<file path="src/rtl/mem_dump_reader.sv">
// mem_dump_reader: debug readback engine. Freezes the CPU, reads a contiguous
// range of words through a dedicated synchronous read port and streams each
// word with its address over a valid/ready interface, one word at a time.
module mem_dump_reader #(
   parameter int ADDR_W = 10,
   parameter int DATA_W = 32,
   parameter int RD_LAT = 1
) (
   input  logic              clk,
   input  logic              rst,
   input  logic              start,
   input  logic [ADDR_W-1:0] base_addr,
   input  logic [ADDR_W:0]   word_count,
   output logic              busy,
   output logic              done,
   output logic              hold_cpu,
   output logic              mem_rd_en,
   output logic [ADDR_W-1:0] mem_addr,
   input  logic [DATA_W-1:0] mem_rdata,
   output logic              out_valid,
   input  logic              out_ready,
   output logic [DATA_W-1:0] out_data,
   output logic [ADDR_W-1:0] out_addr
);

   typedef enum logic [2:0] {IDLE, READ, WAIT, PRESENT, DONE} state_t;

   localparam logic [ADDR_W-1:0] ADDR_ONE = 1;
   localparam logic [ADDR_W:0]   REM_ONE  = 1;
   localparam logic [ADDR_W:0]   REM_ZERO = 0;
   // last WAIT count; the read data is valid in that cycle
   localparam logic [2:0]        LAT_LAST = 3'(RD_LAT - 1);

   state_t            state;
   logic [ADDR_W-1:0] addr;
   logic [ADDR_W:0]   remaining;
   logic [2:0]        lat_cnt;

   // the CPU stays frozen for the whole dump including the DONE cycle
   assign hold_cpu = busy;

   // control FSM with registered outputs; one outstanding read at most
   always_ff @(posedge clk or posedge rst) begin
      if (rst) begin
         state     <= IDLE;
         addr      <= '0;
         remaining <= '0;
         lat_cnt   <= '0;
         busy      <= 1'b0;
         done      <= 1'b0;
         mem_rd_en <= 1'b0;
         mem_addr  <= '0;
         out_valid <= 1'b0;
         out_data  <= '0;
         out_addr  <= '0;
      end else begin
         case (state)
            IDLE: begin
               done <= 1'b0;
               if (start) begin
                  busy <= 1'b1;
                  if (word_count != REM_ZERO) begin
                     addr      <= base_addr;
                     remaining <= word_count;
                     mem_addr  <= base_addr;
                     mem_rd_en <= 1'b1;
                     state     <= READ;
                  end else begin
                     // empty dump: straight to DONE without touching memory
                     done  <= 1'b1;
                     state <= DONE;
                  end
               end
            end
            READ: begin
               mem_rd_en <= 1'b0;
               lat_cnt   <= '0;
               state     <= WAIT;
            end
            WAIT: begin
               if (lat_cnt == LAT_LAST) begin
                  out_data  <= mem_rdata;
                  out_addr  <= addr;
                  out_valid <= 1'b1;
                  state     <= PRESENT;
               end else begin
                  lat_cnt <= lat_cnt + 3'd1;
               end
            end
            PRESENT: begin
               if (out_ready) begin
                  out_valid <= 1'b0;
                  addr      <= addr + ADDR_ONE;
                  remaining <= remaining - REM_ONE;
                  if (remaining == REM_ONE) begin
                     done  <= 1'b1;
                     state <= DONE;
                  end else begin
                     mem_addr  <= addr + ADDR_ONE;
                     mem_rd_en <= 1'b1;
                     state     <= READ;
                  end
               end
            end
            DONE: begin
               done  <= 1'b0;
               busy  <= 1'b0;
               state <= IDLE;
            end
            default: state <= IDLE;
         endcase
      end
   end

endmodule
</file>
<file path="config.mk">
export PLATFORM = sky130hd
export DESIGN_NAME = mem_dump_reader
export DESIGN_NICKNAME = d
export VERILOG_FILES = /design/src/rtl/mem_dump_reader.sv
export SDC_FILE = /design/constraint.sdc
export NUM_CORES = 1
export LEC_CHECK = 0
export ABC_AREA = 1
export BUFFER_PORTS_ARGS = -buffer_cell sky130_fd_sc_hd__buf_2
export CAP_MARGIN = 20
export CORE_MARGIN = 3
export CORE_UTILIZATION = 55
export CTS_CLUSTER_SIZE = 8
export DETAILED_ROUTE_END_ITERATION = 10
export GPL_TIMING_DRIVEN = 0
export PLACE_DENSITY = 0.81
export SYNTH_ARGS = -nofsm -noshare
export SYNTH_HDL_FRONTEND = slang
export SYNTH_SLANG_ARGS = --single-unit
</file>
<file path="constraint.sdc">
create_clock -name clk -period 6.6 [get_ports clk]
set_clock_uncertainty 0.1 [all_clocks]
set_input_delay 0 -clock clk [delete_from_list [all_inputs] [get_ports clk]]
set_output_delay 0 -clock clk [all_outputs]
set_load 0.05 [all_outputs]
</file>
; After elaboration in Yosys (flattened, before gate mapping)
; Index checks and enable logic that the tools add are counted.
[totals]
input_bits = 57
regBits = 83
[classes]
n_eq_ne = 12
add_sub_neg = 3
reduce_logical = 18
muxes = 34
[op_table]
columns = op, count
row1 = $mux 10, 5
row2 = $pmux 10 s2, 2
row3 = $mux 11, 3
row4 = $pmux 11 s2, 1
row5 = $mux 3, 6
row6 = $ne 2x2->1 const B, 7
row7 = $pmux 3 s4, 1
row8 = $eq 11x1->1 const B, 1
row9 = $mux 1, 11
row10 = $reduce_bool 11->1, 1
row11 = $sub 11x1->11 const B, 1
row12 = $add 10x1->10 const B, 1
row13 = $reduce_and 5->1, 2
row14 = $reduce_and 3->1, 3
row15 = $reduce_bool 2->1, 4
row16 = $eq 3x2->1 const B, 2
row17 = $logic_not 3->1, 2
row18 = $pmux 1 s3, 2
row19 = $pmux 3 s2, 1
row20 = $reduce_and 2->1, 3
row21 = $reduce_bool 3->1, 2
row22 = $pmux 1 s2, 2
row23 = $reduce_and 4->1, 1
row24 = $add 3x1->3 const B, 1
row25 = 2 further kinds, 2

; Longest topological paths before layout
; Gate-level depths: netlist (run 1).
[logic_depth]
word_depth = 4
ltp_mapped = 12
ltp_nobuf = 11

; Least setup slack after synthesis (run 1)
; No wires, ideal clock.
[synth_path]
kind = register to register
from = reg state[2]
to = reg addr[4]
required_time_ps = 6383
arrival_time_ps = 1336
path_buffers = 2
path_slack_ps = 5047
stages_incl_launch_ff = 13
cell_sequence = dfrtp_1 > buf_4 > inv_2 > nand3_4 > nor2_4 > inv_2 > nand2_1 > inv_2 > nand2_8 > inv_4 > buf_6 > nand2_1 > nand2_1
[synth_between]
elab_chain_cells = 3
elab_cells_between_ends = 8
classes_between = eq/ne: 4 / mux: 1 / reduce/logical: 3
[synth_lines]
columns = element, line_no
row1 = from (decl), 34  ; state_t state;
row2 = from (signal assigned), 45  ; state <= IDLE;
row3 = from (signal assigned), 67  ; state <= READ;
row4 = from (signal assigned), 71  ; state <= DONE;
row5 = $eq 3x2->1 / $logic_not 3->1 (equally long branches), 57  ; case (state)
row6 = $ne 2x2->1 (no line) / $reduce_bool 2->1 (equally long branches), -
row7 = $reduce_and 4->1 (no line), -
row8 = to (signal assigned), 63  ; addr <= base_addr;
row9 = to (signal assigned), 93  ; addr <= addr + ADDR_ONE;
row10 = to (decl), 35  ; logic [ADDR_W-1:0] addr;
; Several ways; a longest one is shown, not always the timed one.
; A chain may end at the register's enable or synchronous reset.

; Worst setup path in the final report (run 1)
[layout_path]
from = in word_count[0]
to = reg done
[layout_between]
elab_chain_cells = 4
[layout_lines]
columns = element, line_no
row1 = from (decl), 13  ; input logic [ADDR_W:0] word_count,
row2 = $reduce_bool 11->1, 62  ; if (word_count != REM_ZERO) begin
row3 = $mux 1, 62
row4 = $mux 1, 60  ; if (start) begin
row5 = $pmux 1 s3, 57
row6 = to (signal assigned), 50  ; done <= 1'b0;
row7 = to (signal assigned), 59  ; done <= 1'b0;
row8 = to (signal assigned), 70  ; done <= 1'b1;
row9 = to (decl), 15  ; output logic done,
; Every way passes these cells.

==> impl_metrics.py, run 1 <==
metrics = {
    "drt": {
        "drt-initial-drc-count": 242,
        "avgRoutedWirePerCell_um": 15.9,
        "via_count": 3864,
        "wl_mm": 12.0,
        "vias_per_cell": 5.13,
        "dr.pass1.iters": 4,
        "drc": 0,
        "ant_nets": 0,
    },
    "place": {
        "hpwl_mm": 7.22,
        "gp_congestion": 0.892,
        "pre_cts_slack_ns": 4.78,
        "io_buffers": 113,
    },
    "grt": {
        "grt_pass1_vias": 3992,
        "antenna_found_initial": 0,
        "grt_pass1_wl_mm": 19.6,
        "globalRoute.totalOverflow": 0,
        "grt_start_max_net_pins": 71,
        "grt_usage": 0.296,
    },
    "floorplanning": {
        "dieHeight_um": 92.2,
        "fp-row-count": 30,
        "start_util": 0.586,
        "dieArea_mm2": 0.00850,
        "core_area_mm2": 0.00698,
        "io-pin-count": 114,
        "die_w_um": 92.2,
    },
    "cells_and_area": {
        "diodes": 0,
        "syn2layout_area_growth_pct": 36.1,
        "layout.nets": 714,
        "drive_gt1_frac": 0.289,
    },
    "setup_path": {
        "critPathLaunch": "word_count[0]",
        "reg2reg_depth": 7,
        "cp.arrival_ns": 2.46,
        "cp-endpoint": "done",
        "r2r_start": "state[1]",
        "regToRegEndpoint": "mem_addr[2]",
        "start_kind": "input port",
        "path_max_fanout": 3,
        "cp-end-kind": "flop",
        "critical_path_required_ns": 6.78,
        "reg2reg_slack_ns": 4.69,
        "worstSetupPathType": "input port to flop",
    },
    "clock_network": {
        "cts_tree": "built",
        "post_cts_resized": 0,
        "clk_latency_ns": 0.37,
        "cts.htree.levels": 3,
        "clkSlewWorstSetupHoldPaths_ns": 0.09,
        "clockBufferDepth": 2,
        "cts.sinks": 83,
        "cts-buffers-inserted": 9,
        "clockRootBuffer": "clkbuf_8",
    },
    "sta": {
        "relSlewSlack": 0.682,
        "fin_crit_sh": 0.346,
        "tns_ns": 0,
        "min_period_ns": 2.28,
        "finalMaxSlewViolations": 0,
        "max_freq_mhz": 438,
        "hold_viol_final": 0,
        "rsz0062_at_grt": "false",
        "setup_viol": 0,
        "hold-worst-slack_ns": 0.00427,
        "tightest_slew_ns": 0.477,
        "layout_setup_ws_ns": 4.32,
    },
    "synth": {
        "syn_area_mm2": 0.00409,
        "ys_seq_elements": 83,
        "yosysWarnings": 0,
        "yosys.area.top_type_share": 0.508,
        "synth.distinct_cells": 37,
        "syn_inst": 469,
        "synthesis.nets": 531,
        "seq_area_frac_synth": 0.508,
        "synth.largest_area_cell": "dfrtp_1",
        "postSynthAreaPerCell_um2": 8.72,
        "synth_area_leaders": "dfrtp_1 (51%), nand2_1 (16%), mux2_2 (6.3%)",
    },
    "power_and_ir_drop": {
        "leakagePower_nw": 2.95,
        "clkPwrFrac": 0.113,
        "total_power_mw": 3.13,
        "powerDensity_mw_per_mm2": 563,
        "netSwitchingFraction": 0.544,
        "internal_power_mw": 1.43,
        "ir_drop_mv": 0.279,
        "pwr-share-comb": 0.591,
        "p_switching_mw": 1.70,
        "seqPwrFrac": 0.297,
    },
    "flow_run": {
        "drv_cap": 0,
    },
    "status": {
        "status": "completed",
    },
    "hold_path": {
        "min_path_type": "input port to asynchronous set/reset pin",
    },
}
[kinds of logic (layout without fill, tap and decap cells)]
group / after synthesis / after routing / share of synthesized area
compound gates: 40 / 40 / 0.0514
xor+xnor: 2 / 2 / 0.00428
fa+ha+maj: 5 / 5 / 0.0153
buf+inv: 57 / 245 / 0.0612
flops: 83 / 83 / 0.508
mux: 37 / 37 / 0.102
simple gates: 245 / 245 / 0.258
[cell type report]
class / count / area [um2]
sequential: 83 / 2080
clock inverter: 7 / 57.6
clock buffer: 9 / 124
buffer: 14 / 85.1
fill: 464 / 1420
tap: 96 / 120
inverter: 43 / 168
timing repair buffer: 172 / 1170
multi-input combinational: 329 / 1760
[worst min-delay path by stage]
stage / startpoint / to / depth (start not counted)
6_report: rst / mem_addr[7] / 3
5_1_grt: rst / mem_addr[7] / 3
4_1_cts: rst / done / 3
3_5_place_dp: rst / busy / 2
3_3_place_gp: mem_rdata[0] / out_data[0] / 2
2_1_floorplan: mem_rdata[3] / out_data[3] / 1
[power groups by stage]
| stage | Sequential, mW | Combinational, mW | Clock (mW) |
|---|---|---|---|
| floorplan | 1.48 | 0.790 | 0 |
| global placement | 0.902 | 1.75 | 0 |
| detailed placement | 0.914 | 1.79 | 0 |
| CTS | 0.906 | 1.82 | 0.347 |
| global route | 0.955 | 2.00 | 0.377 |
| finish | 0.929 | 1.85 | 0.352 |
[through the flow]
stage,instance area [um2],instances,utilization
floorplan,4090,469,-
global placement,4770,678,0.684
detailed placement,4800,679,0.688
CTS,5570,753,0.797
global route,5570,753,0.797
finish,5570,753,0.797
[registers in the layout (all words and copies together) (netlist names)]
| name | flops |
|---|---|
| busy | 1 |
| out_addr | 10 |
| done | 1 |
| addr | 10 |
| out_data | 32 |
| out_valid | 1 |
| state | 3 |
| remaining | 11 |
| lat_cnt | 3 |
| mem_rd_en | 1 |
| mem_addr | 10 |
[synth_stat cells, drive strengths merged]
cell,instances
or2,2
clkinv,1
and2,2
o21a,1
nand4,3
a21o,1
mux2i,1
a21oi,7
mux2,36
dfrtp,83
nand3,27
nor3,3
o21ai,29
xor2,1
nand2,173
o21bai,1
a22oi,1
clkbuf,1
xnor2,1
inv,42
ha,5
nor2,34
buf,13
and3,1
[routing by layer]
| metal | vias up | wire length [um] | track usage |
|---|---|---|---|
| li1 | 1868 | - | - |
| met1 | 1832 | 4610 | 0.326 |
| met2 | 129 | 6300 | 0.542 |
| met3 | 35 | 593 | 0.0525 |
| met4 | 0 | 466 | 0.152 |
| met5 | - | 0 | 0 |
[what timing repair did]
action	in CTS	in global routing
hold buffers	58	0
endpoints found under the hold margin	149	0
setup buffers	0	0
[layout by cell type, fill, tap and decap left out, drive strengths merged, types with 3 or more instances in the layout]
master | Yosys | layout
a21oi | 7 | 7
buf | 13 | 127
clkbuf | 1 | 10
dfrtp | 83 | 83
dlygate4sd3 | 0 | 58
ha | 5 | 5
inv | 42 | 46
mux2 | 36 | 36
nand2 | 173 | 173
nand3 | 27 | 27
nand4 | 3 | 3
nor2 | 34 | 34
nor3 | 3 | 3
o21ai | 29 | 29
[worst max-delay path, stage by stage]
cell and delay (ns):
dlygate4sd3_1 0.53, buf_2 0.12, or2_2 0.29, nor2_2 0.15, dlygate4sd3_1 0.57, nand4_1 0.06
dlygate4sd3_1 0.56, a22oi_1 0.17
Note: power is estimated with default switching activity, not from simulation.
==> run 2: changes to the inputs <==
--- a/config.mk
+++ b/config.mk
@@ -5,15 +5,15 @@
 export SDC_FILE = /design/constraint.sdc
 export NUM_CORES = 1
 export LEC_CHECK = 0
-export ABC_AREA = 1
+export ABC_AREA = 0
 export BUFFER_PORTS_ARGS = -buffer_cell sky130_fd_sc_hd__buf_2
 export CAP_MARGIN = 20
 export CORE_MARGIN = 3
-export CORE_UTILIZATION = 55
+export CORE_UTILIZATION = 52
 export CTS_CLUSTER_SIZE = 8
 export DETAILED_ROUTE_END_ITERATION = 10
 export GPL_TIMING_DRIVEN = 0
-export PLACE_DENSITY = 0.81
+export PLACE_DENSITY = 0.78
 export SYNTH_ARGS = -nofsm -noshare
 export SYNTH_HDL_FRONTEND = slang
 export SYNTH_SLANG_ARGS = --single-unit
==> constraint.sdc (replaced) <==
create_clock -name clk -period 2.3 [get_ports clk]
set_clock_uncertainty 0.1 [all_clocks]
set_input_delay 0 -clock clk [delete_from_list [all_inputs] [get_ports clk]]
set_output_delay 0 -clock clk [all_outputs]
set_load 0.05 [all_outputs]
==> run 2 against run 1 <==
Against the previous run:
- the run now ends with negative setup slack left
- largest cell class unchanged
- global-route usage fell by 4.1 points
- critical path depth fell by 3
- die area grew 3.8%
- sequential power grew to 2.9 times the previous value
- power rose to 2.9 times the previous value
==> impl_metrics.py, run 2 <==
metrics = {
    "cells_and_area": {
        "nFillCells": 484,
        "largestRegisters": "out_data x32, remaining x11",
        "most-common-layout-cells": "buf_2 (114), dfrtp_1 (81), mux2_2 (57), dlygate4sd3_1 (52), o21ai_0 (18)",
        "stdcell_count": 638,
        "syn2layout_area_growth_pct": 40.2,
        "multi_input_area_mm2": 0.00186,
        "top_register": "out_data",
        "regArea_mm2": 0.00208,
        "final_common_cell": "buf_2",
        "drive_gt1_frac": 0.430,
        "diodes": 0,
        "fin_area_mm2": 0.00564,
        "largest_reg_flops": 32,
        "layout.nets": 596,
    },
    "place": {
        "placed_area_mm2": 0.00474,
        "io_buffers": 113,
        "hpwl_mm": 6.98,
        "dp_cells": 558,
        "pre_cts_slack_ns": -0.309,
        "gp_congestion": 0.890,
    },
    "clock_network": {
        "clockBufferDepth": 2,
        "cts.sinks": 83,
        "clockRootBuffer": "clkbuf_8",
        "clkSlewWorstSetupHoldPaths_ns": 0.09,
        "clk_latency_ns": 0.36,
        "cts.htree.levels": 3,
        "cts_tree": "built",
        "cts-buffers-inserted": 9,
    },
    "synth": {
        "seq_area_frac_synth": 0.516,
        "ys_dominant_reg_cell": "dfrtp_1",
        "yosys.area.top_type_share": 0.516,
        "ys_seq_elements": 83,
        "syn_inst": 345,
        "postSynthAreaPerCell_um2": 11.7,
        "synth_area_leaders": "dfrtp_1 (52%), mux2_2 (17%), o21ai_0 (2.2%)",
        "synthesis.nets": 407,
        "synth_common_cells": "dfrtp_1 (83), mux2_2 (62), o21ai_0 (18)",
        "yosysWarnings": 0,
        "synth.largest_area_cell": "dfrtp_1",
        "synth.distinct_cells": 51,
        "syn_area_mm2": 0.00402,
        "synth-edff-count": 0,
        "async_flop_share": 1.00,
        "yosysMostFrequentCell": "dfrtp_1",
    },
    "grt": {
        "antenna_found_initial": 0,
        "grt_pass1_wl_mm": 17.4,
        "globalRoute.totalOverflow": 0,
        "grt_usage": 0.255,
        "grt_start_max_net_pins": 51,
        "grt_pass1_vias": 3528,
    },
    "sta": {
        "tns_ns": -0.000832,
        "min_period_ns": 2.30,
        "finalMaxSlewViolations": 0,
        "hold_viol_final": 0,
        "setup_viol": 1,
        "rsz0062_at_grt": "true",
        "max_freq_mhz": 435,
        "relSlewSlack": 0.548,
        "layout_setup_ws_ns": -0.000832,
        "tightest_slew_ns": 0.674,
        "fin_crit_sh": 1.00,
    },
    "drt": {
        "top_layer": "met4",
        "drc": 0,
        "avgRoutedWirePerCell_um": 17.6,
        "via_count": 3636,
        "drt-initial-drc-count": 226,
        "vias_per_cell": 5.70,
        "ant_nets": 0,
        "wl_mm": 11.2,
        "wl_met2_mm": 5.83,
        "dr_wl_met3_um": 673,
        "dr.pass1.iters": 4,
        "wl_met1_mm": 4.37,
    },
    "status": {
        "failed_checks": "negative setup slack",
        "status": "complete, but fails checks",
    },
    "floorplanning": {
        "io-pin-count": 114,
        "dieHeight_um": 93.9,
        "dieArea_mm2": 0.00882,
        "fp-row-count": 31,
        "start_util": 0.546,
        "core_area_mm2": 0.00737,
        "die_w_um": 93.9,
    },
    "power_and_ir_drop": {
        "total_power_mw": 9.16,
        "leakagePower_nw": 2.53,
        "powerDensity_mw_per_mm2": 1620,
        "ir_drop_mv": 1.10,
    },
    "setup_path": {
        "path_max_fanout": 6,
        "cp.arrival_ns": 2.44,
        "start_kind": "flop",
        "reg2reg_slack_ns": -0.0008,
        "cp-end-kind": "flop",
        "critical_path_required_ns": 2.44,
        "worstSetupPathType": "flop to flop",
    },
    "flow_run": {
        "drv_cap": 0,
    },
    "hold_path": {
        "min_path_type": "input port to flop",
    },
}
==> run 2: changes by cell type after synthesis, sizes merged, moves of 7 or more <==
cell	before	now
nand3	27	13
a21oi	7	14
o21ai	29	19
inv	42	10
nor2	34	15
clkbuf	1	9
nand2	173	12
nor3	3	10
o211ai	0	7
mux2	36	62
==> run 2: layer usage <==
layer,track usage,vias to the layer above
li1,-,1677
met1,0.325,1790
met2,0.420,142
met3,0.0489,27
met4,0.117,0
met5,0,-
==> run 2: power breakdown <==
part / internal, mW / switching (mW)
Combinational: 1.92 / 3.47
Sequential: 2.18 / 0.512
Clock: 0.514 / 0.561
==> run 2: logic make-up (layout without fill, tap and decap cells) <==
logic type | count (synthesis) | after routing | synth area share
AO/OA/AOI/OAI | 80 | 80 | 0.133
XOR/XNOR | 3 | 3 | 0.00654
adder cells (fa/ha/maj) | 5 | 5 | 0.0156
buffers and inverters | 29 | 222 | 0.0401
flip-flops | 83 | 83 | 0.516
multiplexers | 63 | 63 | 0.176
AND/OR/NAND/NOR | 82 | 83 | 0.112
==> run 2: worst max-delay path: stages (launching register included) <==
cell,delay (ns)
dfrtp_1,0.39
or4_1,0.56
buf_6,0.16
or4_4,0.48
nand3_4,0.19
mux2_4,0.32
==> run 2: path summary, 6_finish.rpt <==
check | from | end | cells past startpoint
worst min register to register | out_data[1] | out_data[1] | 1
max in group asynchronous | rst | addr[1] | 4
worst max-delay path | remaining[9] | mem_addr[0] | 5
min in group asynchronous | rst | lat_cnt[1] | 3
worst min-delay path | word_count[3] | state[0] | 5
worst max register to register | remaining[9] | mem_addr[0] | 5
==> run 2: cell type report <==
| cell class | count | area share |
|---|---|---|
| clock inverter | 6 | 0.0126 |
| tap | 99 | 0.0220 |
| multi-input combinational | 234 | 0.329 |
| timing repair buffer | 177 | 0.212 |
| buffer | 19 | 0.0253 |
| clock buffer | 10 | 0.0226 |
| inverter | 10 | 0.00710 |
| sequential | 83 | 0.369 |
==> run 2: through the flow <==
| stage | hold WS [ns] | util |
|---|---|---|
| 2_1_floorplan | 0.0109 | - |
| 3_3_place_gp | 0.131 | 0.639 |
| 3_5_place_dp | -0.0416 | 0.643 |
| 4_1_cts | 0.00965 | 0.745 |
| 5_1_grt | 0.0498 | 0.765 |
| 6_report | 0.0111 | 0.765 |
==> run 2: what timing repair did <==
action,CTS,global route
pin swaps,0,2
endpoints found under the setup margin,58,65
resized for setup,9,18
cloned,0,1
hold buffers,52,0
setup buffers,0,11
endpoints found under the hold margin,142,0
